File: config.mk
export PLATFORM = sky130hd
export DESIGN_NAME = ysyx_22041412_div_gen_flat
export DESIGN_NICKNAME = d
export VERILOG_FILES = /design/src/rtl/ysyx_22041412_div_gen_if.sv /design/src/rtl/ysyx_22041412_div_gen.sv /design/src/flat_wrapper.sv
export SDC_FILE = /design/constraint.sdc
export NUM_CORES = 1
export LEC_CHECK = 0
export CAP_MARGIN = 20
export CELL_PAD_IN_SITES_DETAIL_PLACEMENT = 1
export CELL_PAD_IN_SITES_GLOBAL_PLACEMENT = 2
export CORE_MARGIN = 4
export CORE_UTILIZATION = 38
export CTS_CLUSTER_DIAMETER = 120
export DETAILED_ROUTE_END_ITERATION = 10
export HOLD_SLACK_MARGIN = 0.12
export PLACE_DENSITY_LB_ADDON = 0.1
export SYNTH_ARGS = -nofsm -noshare
export SYNTH_HDL_FRONTEND = slang
export SYNTH_SLANG_ARGS = --single-unit
File: constraint.sdc
create_clock -name clk -period 11.87 [get_ports clk]
set_input_delay 2.374 -clock clk [delete_from_list [all_inputs] [get_ports clk]]
set_output_delay 2.374 -clock clk [all_outputs]
set_load 0.05 [all_outputs]
File: src/rtl/ysyx_22041412_div_gen_if.sv
// Request/response bundle for the iterative divider: issue-side request with flush,
// and writeback-side result, each with its own valid/ready pair.
interface ysyx_22041412_div_gen_if #(
  parameter int XLEN = 64
);
  logic            in_valid;
  logic            in_ready;
  logic [XLEN-1:0] dividend;
  logic [XLEN-1:0] divisor;
  logic            op_w;
  logic            op_signed;
  logic            op_rem;
  logic            flush;
  logic            out_valid;
  logic            out_ready;
  logic [XLEN-1:0] result;

  // Issue logic / writeback consumer side.
  modport master (
    output in_valid, dividend, divisor, op_w, op_signed, op_rem, flush, out_ready,
    input  in_ready, out_valid, result
  );

  // Divider side.
  modport slave (
    input  in_valid, dividend, divisor, op_w, op_signed, op_rem, flush, out_ready,
    output in_ready, out_valid, result
  );
endinterface

File: src/rtl/ysyx_22041412_div_gen.sv
// Iterative radix-2 restoring divider (DIV/DIVU/REM/REMU and W variants), one op in flight.
// Define DIV_EARLY_EXIT_EN to skip the leading-zero iterations of the dividend.
module ysyx_22041412_div_gen #(
  parameter int XLEN  = 64,
  parameter bit HAS_W = 1'b1
) (
  input  logic                   clk,
  input  logic                   rst,
  ysyx_22041412_div_gen_if.slave bus
);

  localparam int              CW   = $clog2(XLEN + 1);
  localparam logic [XLEN-1:0] ONE  = XLEN'(1);
  localparam logic [XLEN-1:0] M32  = XLEN'(32'hFFFF_FFFF);
  localparam logic [XLEN-1:0] MIN  = {1'b1, {(XLEN-1){1'b0}}};

  typedef enum logic [1:0] {IDLE, CALC, DONE} state_t;

  state_t state, state_nxt;

  // Operation context captured at accept
  logic [XLEN-1:0] rem_q, quo_q, dvsr_q, result_q;
  logic [CW-1:0]   cnt_q;
  logic            w_q, sel_rem_q, neg_quo_q, neg_rem_q;

  // Accept-time decode
  logic            w_op, accept, a_sign, b_sign, div_zero, ovf, special, quick;
  logic [XLEN-1:0] mask_n, min_n, a_field, b_field, a_mag, b_mag, quo_init, special_res;
  logic [CW-1:0]   iters;
`ifdef DIV_EARLY_EXIT_EN
  logic [CW-1:0]   bit_len;
`endif

  // Iteration datapath
  logic [XLEN:0]   rem_shift, diff;
  logic            q_bit, last_iter;
  logic [XLEN-1:0] rem_nxt, quo_nxt, quo_fix, rem_fix, calc_res;

  // Sign-extend the low word for W ops; full-width ops pass through.
  function automatic logic [XLEN-1:0] ext_w(input logic w, input logic [XLEN-1:0] v);
    return w ? {{(XLEN-32){v[31]}}, v[31:0]} : v;
  endfunction

  always_comb begin
    w_op    = HAS_W && bus.op_w;
    mask_n  = w_op ? M32 : '1;
    min_n   = w_op ? XLEN'(32'h8000_0000) : MIN;
    a_field = bus.dividend & mask_n;
    b_field = bus.divisor & mask_n;
    a_sign  = bus.op_signed && (w_op ? bus.dividend[31] : bus.dividend[XLEN-1]);
    b_sign  = bus.op_signed && (w_op ? bus.divisor[31] : bus.divisor[XLEN-1]);
    a_mag   = a_sign ? ((~a_field + ONE) & mask_n) : a_field;
    b_mag   = b_sign ? ((~b_field + ONE) & mask_n) : b_field;

    div_zero = (b_field == '0);
    ovf      = bus.op_signed && (a_field == min_n) && (b_field == mask_n);
    special  = div_zero || ovf;
    if (div_zero) special_res = ext_w(w_op, bus.op_rem ? a_field : mask_n);
    else          special_res = ext_w(w_op, bus.op_rem ? '0 : min_n);

`ifdef DIV_EARLY_EXIT_EN
    // Align the dividend's leading one to the MSB so only significant bits iterate.
    bit_len = '0;
    for (int i = 0; i < XLEN; i++) begin
      if (a_mag[i]) bit_len = CW'(i + 1);
    end
    iters    = bit_len;
    quo_init = a_mag << (CW'(XLEN) - bit_len);
`else
    iters    = w_op ? CW'(32) : CW'(XLEN);
    quo_init = w_op ? (a_mag << (XLEN - 32)) : a_mag;
`endif
    quick  = special || (iters == '0);
    accept = bus.in_valid && bus.in_ready && !bus.flush;
  end

  // One restoring step: shift in the next dividend bit, subtract if it fits.
  always_comb begin
    rem_shift = {rem_q, quo_q[XLEN-1]};
    diff      = rem_shift - {1'b0, dvsr_q};
    q_bit     = ~diff[XLEN];
    rem_nxt   = q_bit ? diff[XLEN-1:0] : rem_shift[XLEN-1:0];
    quo_nxt   = {quo_q[XLEN-2:0], q_bit};
    quo_fix   = neg_quo_q ? (~quo_nxt + ONE) : quo_nxt;
    rem_fix   = neg_rem_q ? (~rem_nxt + ONE) : rem_nxt;
    calc_res  = ext_w(w_q, sel_rem_q ? rem_fix : quo_fix);
    last_iter = (cnt_q == CW'(1));
  end

  // NOTE: sequential state uses non-blocking assignments so every flop samples pre-edge values.
  always_ff @(posedge clk) begin
    if (rst) state <= IDLE;
    else     state <= state_nxt;
  end

  always_comb begin
    // NOTE: default assignment first so no path leaves state_nxt unassigned (no latch).
    state_nxt = state;
    unique case (state)
      IDLE:    if (accept) state_nxt = quick ? DONE : CALC;
      CALC:    if (last_iter) state_nxt = DONE;
      DONE:    if (bus.out_ready) state_nxt = IDLE;
      default: state_nxt = IDLE;
    endcase
    // A pipeline kill overrides both accept and the result handshake.
    if (bus.flush) state_nxt = IDLE;
  end

  always_comb begin
    bus.in_ready  = !rst && (state == IDLE);
    bus.out_valid = (state == DONE);
    bus.result    = result_q;
  end

  always_ff @(posedge clk) begin
    if (rst) begin
      result_q <= '0;
    end else if (accept && quick) begin
      result_q <= special ? special_res : '0;
    end else if (state == CALC && last_iter && !bus.flush) begin
      result_q <= calc_res;
    end
  end

  // NOTE: working registers carry no reset; they are always loaded at accept before use.
  always_ff @(posedge clk) begin
    if (accept) begin
      rem_q     <= '0;
      quo_q     <= quo_init;
      dvsr_q    <= b_mag;
      cnt_q     <= iters;
      w_q       <= w_op;
      sel_rem_q <= bus.op_rem;
      neg_quo_q <= a_sign ^ b_sign;
      neg_rem_q <= a_sign;
    end else if (state == CALC) begin
      rem_q <= rem_nxt;
      quo_q <= quo_nxt;
      cnt_q <= cnt_q - CW'(1);
    end
  end

endmodule

File: src/flat_wrapper.sv
// flat-port wrapper written by rule: the top's interface ports become plain ports
module ysyx_22041412_div_gen_flat 
#(
  parameter int XLEN  = 64,
  parameter bit HAS_W = 1'b1
)
  (clk, rst, bus_in_valid, bus_dividend, bus_divisor, bus_op_w, bus_op_signed, bus_op_rem, bus_flush, bus_out_ready, bus_in_ready, bus_out_valid, bus_result);
  ysyx_22041412_div_gen_if #(.XLEN(XLEN)) bus_i ();
  input  logic clk;
  input  logic rst;
  input wire logic [$bits(bus_i.in_valid)-1:0] bus_in_valid;
  input wire logic [$bits(bus_i.dividend)-1:0] bus_dividend;
  input wire logic [$bits(bus_i.divisor)-1:0] bus_divisor;
  input wire logic [$bits(bus_i.op_w)-1:0] bus_op_w;
  input wire logic [$bits(bus_i.op_signed)-1:0] bus_op_signed;
  input wire logic [$bits(bus_i.op_rem)-1:0] bus_op_rem;
  input wire logic [$bits(bus_i.flush)-1:0] bus_flush;
  input wire logic [$bits(bus_i.out_ready)-1:0] bus_out_ready;
  output wire logic [$bits(bus_i.in_ready)-1:0] bus_in_ready;
  output wire logic [$bits(bus_i.out_valid)-1:0] bus_out_valid;
  output wire logic [$bits(bus_i.result)-1:0] bus_result;
  assign bus_i.in_valid = bus_in_valid;
  assign bus_i.dividend = bus_dividend;
  assign bus_i.divisor = bus_divisor;
  assign bus_i.op_w = bus_op_w;
  assign bus_i.op_signed = bus_op_signed;
  assign bus_i.op_rem = bus_op_rem;
  assign bus_i.flush = bus_flush;
  assign bus_i.out_ready = bus_out_ready;
  assign bus_in_ready = bus_i.in_ready;
  assign bus_out_valid = bus_i.out_valid;
  assign bus_result = bus_i.result;
  ysyx_22041412_div_gen #(.XLEN(XLEN), .HAS_W(HAS_W)) u_core (.clk(clk), .rst(rst), .bus(bus_i));
endmodule
After elaboration in Yosys (flattened, before gate mapping)
Cells that the tools add are included.
Word-level totals
  register bits after elaboration: 269
  input port bits: 136
  word-level logic and storage cells: 85
Operators by class
  add/subtract/negate cells: 6
  reduce and logical (&&, ||, !) cells: 21
  multiplexer cells: 30
  bitwise gates (word level): 10
  equal/unequal tests: 8
Operator list (number)
  $mux W64: 20
  $add A64 B1 Y64 const B: 4
  $and A64 B64 Y64: 4
  $not A64 Y64: 4
  $eq A64 B64 Y1: 2
  $sub A65 B64 Y65: 1
  $logic_not A64 Y1: 1
  $mux W7: 3
  $logic_and A1 B1 Y1: 10
  $mux W2: 4
  $eq A7 B1 Y1 const B: 1
  $logic_not A7 Y1: 1
  $sub A7 B1 Y7 const B: 1
  $pmux W2 S3: 1
  $ne A2 B1 Y1 const B: 2
  $reduce_bool A2 Y1: 2
  $reduce_and A3 Y1: 1
  $eq A2 B1 Y1 const B: 1
  $eq A2 B2 Y1 const B: 1
  $logic_not A1 Y1: 2
  $logic_not A2 Y1: 1
  $logic_or A1 B1 Y1: 2
  $mux W1: 2
  $ne A2 B2 Y1 const B: 1
  3 further kinds: 3

Depth between registers and ports, before layout
  depth in word-level cells: 10
  mapped depth: 32
  mapped depth without buffers: 24

Worst setup path before layout
No wires, ideal clock.
  path kind: reg-to-reg
  from: register u_core.quo_q[63]
  to: register u_core.result_q[60] (netlist: u_core.bus.result[60])
  path slack: 4.938 ns
  arrival: 6.798 ns
  cell stages (with the launch flop): 31
  library setup time: 0.134 ns
  buffers on the path: 7
  data required time: 11.736 ns
  cell sequence: edfxtp_1 -> inv_1 -> ha_1 -> fa_1 -> and2b_1 -> o2111ai_2 -> a21boi_0 -> o21ai_1 -> a21boi_1 -> o211a_1 -> buf_6 -> inv_4 -> buf_2 -> buf_2 -> buf_2 -> buf_1 -> buf_2 -> buf_1 -> ha_1 -> or4b_2 -> inv_1 -> nand3_1 -> or2_1 -> or3_1 -> or3_1 -> or4_4 -> o21ai_1 -> xor2_1 -> nor2_1 -> a2111oi_0 -> a21oi_1
On the way
  longest elaborated chain between the ends: 9
Ends and longest elaborated chain
  from (decl): line ysyx_22041412_div_gen.sv:22  | logic [XLEN-1:0] rem_q, quo_q, dvsr_q, result_q;
  from (signal assigned): line ysyx_22041412_div_gen.sv:129  | quo_q <= quo_init;
  from (signal assigned): line ysyx_22041412_div_gen.sv:138  | quo_q <= quo_nxt;
  $sub A65 B64 Y65: line ysyx_22041412_div_gen.sv:80  | diff = rem_shift - {1'b0, dvsr_q};
  $mux W64 / $not A1 Y1 (equally long branches): line ysyx_22041412_div_gen.sv:82, ysyx_22041412_div_gen.sv:81
  $not A64 Y64, on equally long branches: line ysyx_22041412_div_gen.sv:85, ysyx_22041412_div_gen.sv:84
  $add A64 B1 Y64, on equally long branches: line ysyx_22041412_div_gen.sv:85, ysyx_22041412_div_gen.sv:84
  $mux W64, on equally long branches: line ysyx_22041412_div_gen.sv:85, ysyx_22041412_div_gen.sv:84
  $mux W64 *: line ysyx_22041412_div_gen.sv:86  | calc_res = ext_w(w_q, sel_rem_q ? rem_fix : quo_fix);
  $mux W64 *: line ysyx_22041412_div_gen.sv:41  | return w ? {{(XLEN-32){v[31]}}, v[31:0]} : v;
  $mux W64 *: line ysyx_22041412_div_gen.sv:120  | end else if (state == CALC && last_iter && !bus.flush) begin
  $mux W64 *: line ysyx_22041412_div_gen.sv:118  | end else if (accept && quick) begin
  to (signal assigned): line ysyx_22041412_div_gen.sv:119  | result_q <= special ? special_res : '0;
  to (signal assigned): line ysyx_22041412_div_gen.sv:121  | result_q <= calc_res;
  to (decl): line ysyx_22041412_div_gen.sv:22
Every way passes the cells marked *; elsewhere a longest branch is shown, timed or not. The select of a mux whose other input is x is not followed.
A chain may end at the register's enable or synchronous reset.

Worst setup path in the final report
  from: register u_core.quo_q[63]
  to: register u_core.result_q[59] (netlist: u_core.bus.result[59])
The elaborated chain is that of the path after synthesis.

==> results <==
- The number of hold violations in the final report came to 0.
- Once the clock tree was built, the resizer swapped 0 gates to a different size.
- The later pin in the worst-skew pair is clocked with a latency of 0.60 ns.
- Of the available clock period, the critical path in the final layout requires 0.5965.
- The areal power density over the cells is 232.0 nW/um^2.
- The number of DRC markers after the initial detailed-route iteration is 2993.
- The clock period minus worst slack is 7.081 ns.
- The met2 track utilization from global routing is 0.5522.
- During I/O placement, the number of pins put on the boundary was 202.
- The most common library cell in the layout ignoring fill and taps is nand2_1.
- The commonest register cell after synthesis is edfxtp_1.
- Routability-driven placement finished with a final weighted congestion of 1.011.
- The final routed wire length divided by cell count is 29.93 um.
- Detailed placement ended at an HPWL of 103300 um.
- Setup violations remaining at the end of the flow were counted as 0.
- VDD sags by at most 0.1241 mV.
- The run finished with clean final reports.
- The clock arrives with 0.03468 ns of skew.
- The share of flip-flops with an asynchronous set or reset after synthesis is 0.
- Setup repair after global routing left no endpoint under its margin.
- The per-cell via count in the routed design is 6.436.
- TritonCTS built the clock tree.
- The filler cells instantiated in the layout total 7944.
- The layout overhead on the synthesized area is 16.11%.
- The number of global-route vias before repair is 27220.
- The iteration count of the initial detailed-routing pass is 6.
- The data required time at the worst endpoint is 12.31 ns.
- The total overflow left after global routing is 0.
- The count of vias placed by the detailed router is 27730.
- The number of enable flip-flop cells after synthesis is 139.
- CTS saw 269 sinks.
- For this run, the register share of the synthesized area comes to 0.2746.
- For this configuration, the core starts out at a cell density of 0.3835.
- The met1 track demand over resource is 0.4868.
- The worst setup path is launched from a register.
- STA classifies the critical path endpoint as a register.
- The count of warnings emitted by yosys is 0.
- The achievable clock frequency is 0.1412 GHz.
- The maximum level of the CTS H-tree is 2.
- After global routing, the most crowded layer is met2.
- The average size of a mapped cell is 7.389 um^2.
- The analysis attributes to cell leakage a power of 10.25 nW.
- In this run the post-CTS setup repair buffer count came out at 0.
- In this run the worst path has a maximum fanout of 58.
- The root cell of the clock tree is clkbuf_16.
- Once layout is complete, the utilization of the core stands at 0.4453.
- The pin count of the biggest net entering global routing is 87.
- The final count of pins violating max slew is 0.
- The hold slack is 0.4909 ns.
- By area the synthesized netlist is led by edfxtp_1 17%, dfxtp_1 11%, o21ai_0 7.7%, nand2_1 6.0%, a21oi_1 5.6%.
- The final setup TNS is 0 ns.
- The floorplan step set the die height to 262.8 um.
- The synthesized design contains 269 register bits.
- The wire length after detailed routing is 129000 um.
- The post-detailed-route count of antenna-violating nets is 0.
- Hold repair after CTS inserted 0 buffers.
- The most area-hungry cell type in the Yosys netlist is edfxtp_1.
- Counting distinct cell types in the post-synthesis netlist gives 99.
- The worst setup path is of the reg2reg kind.
- The first global-routing pass estimated 187200 um of wire.
- In this run the horizontal extent of the chip is 262.8 um.
- The share of synthesized area in the top cell type comes to 0.1691.
- The number of instances in the synthesized netlist is 3340.
- The maximum buffer depth of the clock tree is 3.
- The number of maximum-capacitance violations is 0.
- The worst hold path belongs to the class reg2reg.
- The initialized floorplan defines 93 standard-cell rows.
- For met3 alone, demand over resource in global routing was 0.1012.
- The data arrival time at the worst-slack endpoint is 7.53 ns.
- The measured slew at the worst slew-check pin is 1.151 ns.
- In the layout the commonest cells are 393 x nand2_1, 378 x o21ai_0, 347 x nor2_1.
- Port buffering added 201 buffers.
- In the routed design, unresolved DRC markers number 0.
- The die area is 69080 um^2.
- The worst slew slack as a fraction of its limit is 0.2305.
- Clock tree synthesis inserted a total of 39 buffers.
- The net count of the finished layout is 3626.
- The core region is 64350 um^2.
- Clock-pin slew was measured on the worst setup and hold paths at 0.06 ns.
- In the final layout, the share of cells above drive strength 1 is 0.05132.
- The all-layer global routing usage is 0.3550.
- The net count of the mapped netlist is 3548.
- The cell area that synthesis handed to floorplanning was 24680 um^2.
- The initial antenna violation count came to 14.
[critical path, cell delays in order (launching register included)]
cell,delay (ns)
edfxtp_1,0.41
inv_1,0.08
ha_1,0.20
fa_1,0.27
and2b_1,0.25
o2111ai_2,0.34
a21boi_0,0.23
o21ai_1,0.41
a21boi_1,0.15
o211a_4,0.45
inv_4,0.18
buf_4,0.58
buf_4,0.48
nand3_1,0.39
a211oi_1,0.83
a221o_1,0.23
nor4_1,0.10
o21ai_1,0.85
nor3b_1,0.28
o32ai_1,0.10
[synth_stat cells (9+ instances only)]
cell type,count
nor3_1,97
edfxtp_1,139
o2111ai_1,11
and4_1,13
nand4_1,62
o31a_1,10
a31oi_1,26
o21ai_1,17
o21ai_0,378
dfxtp_1,130
and3_1,15
o31ai_1,55
nor4_1,75
o21bai_1,24
nor2b_1,10
nand2_1,394
a22o_1,11
a21o_1,23
xor2_1,131
and2_1,21
nand3_1,57
ha_1,71
nor2_1,348
buf_1,14
a311oi_1,9
o22ai_1,15
a21oi_1,275
or3_1,54
o211a_1,9
xnor2_1,134
inv_1,119
o21a_1,31
o41ai_1,27
a211oi_1,47
clkbuf_1,158
nor3b_1,9
buf_2,29
o211ai_1,24
nand2b_1,27
mux2i_1,50
or4_1,25
or2_2,12
a21boi_0,13
[metal layers]
metal  wire length (um)  vias up
met2              56760     1231
met5                 36        -
li1                   -    12420
met4               3624        6
met1              55170    13900
met3              13390      185
[state kept, by name (all words and copies together), names as in the netlist]
name,cells
u_core.bus.result,64
u_core.cnt_q,7
u_core.dvsr_q,64
u_core.neg_quo_q,1
u_core.neg_rem_q,1
u_core.quo_q,64
u_core.rem_q,64
u_core.sel_rem_q,1
u_core.state,2
u_core.w_q,1
[layout make-up]
type / instances / area (um^2) / share of cell area
multi-input cells: 2746 / 16670 / 0.5817
flip-flops and latches: 269 / 6777 / 0.2365
repair buffers: 240 / 2297 / 0.08017
clock buffers: 57 / 1197 / 0.04179
well taps: 855 / 1070 / 0.03733
inverters: 122 / 461.7 / 0.01611
clock inverters: 15 / 172.7 / 0.006026
diodes: 5 / 12.51 / 0.0004366
[power by group]
part           total (W)  internal, W  switching (W)
Clock            0.00125     0.000750       0.000502
Sequential       0.00136      0.00112       0.000242
Combinational    0.00403      0.00129        0.00274
[kinds of logic (layout without fill, tap and decap cells)]
| logic type | count (synthesis) | in the layout | synth area share |
|---|---|---|---|
| adder cells (fa/ha/maj) | 72 | 72 | 0.03681 |
| other | 0 | 5 | 0 |
| XOR/XNOR | 265 | 265 | 0.09405 |
| flip-flops | 269 | 269 | 0.2746 |
| buffers and inverters | 325 | 434 | 0.05146 |
| multiplexers | 59 | 59 | 0.02454 |
| AO/OA/AOI/OAI | 1085 | 1085 | 0.2720 |
| AND/OR/NAND/NOR | 1265 | 1265 | 0.2466 |
[metrics by stage]
step | cell area [um^2] | cells | worst slack (ns) | power, W
floorplan | 24680 | 3340 | 4.938 | 0.003899
global placement | 27260 | 4230 | 4.691 | 0.005212
detailed placement | 27260 | 4231 | 4.525 | 0.005297
CTS | 28640 | 4303 | 5.006 | 0.006576
global route | 28640 | 4304 | 4.248 | 0.006988
finish | 28660 | 4309 | 4.789 | 0.006649
[worst paths after layout]
check | from | end | slack (ns) | cells past startpoint
hold / removal | u_core.bus.result[8] | u_core.bus.result[8] | 0.49 | 2
setup reg to reg | u_core.quo_q[63] | u_core.bus.result[59] | 4.79 | 19
setup / recovery | u_core.quo_q[63] | u_core.bus.result[59] | 4.79 | 19
hold reg to reg | u_core.bus.result[8] | u_core.bus.result[8] | 0.49 | 2
Note: power is estimated with default switching activity, not from simulation.
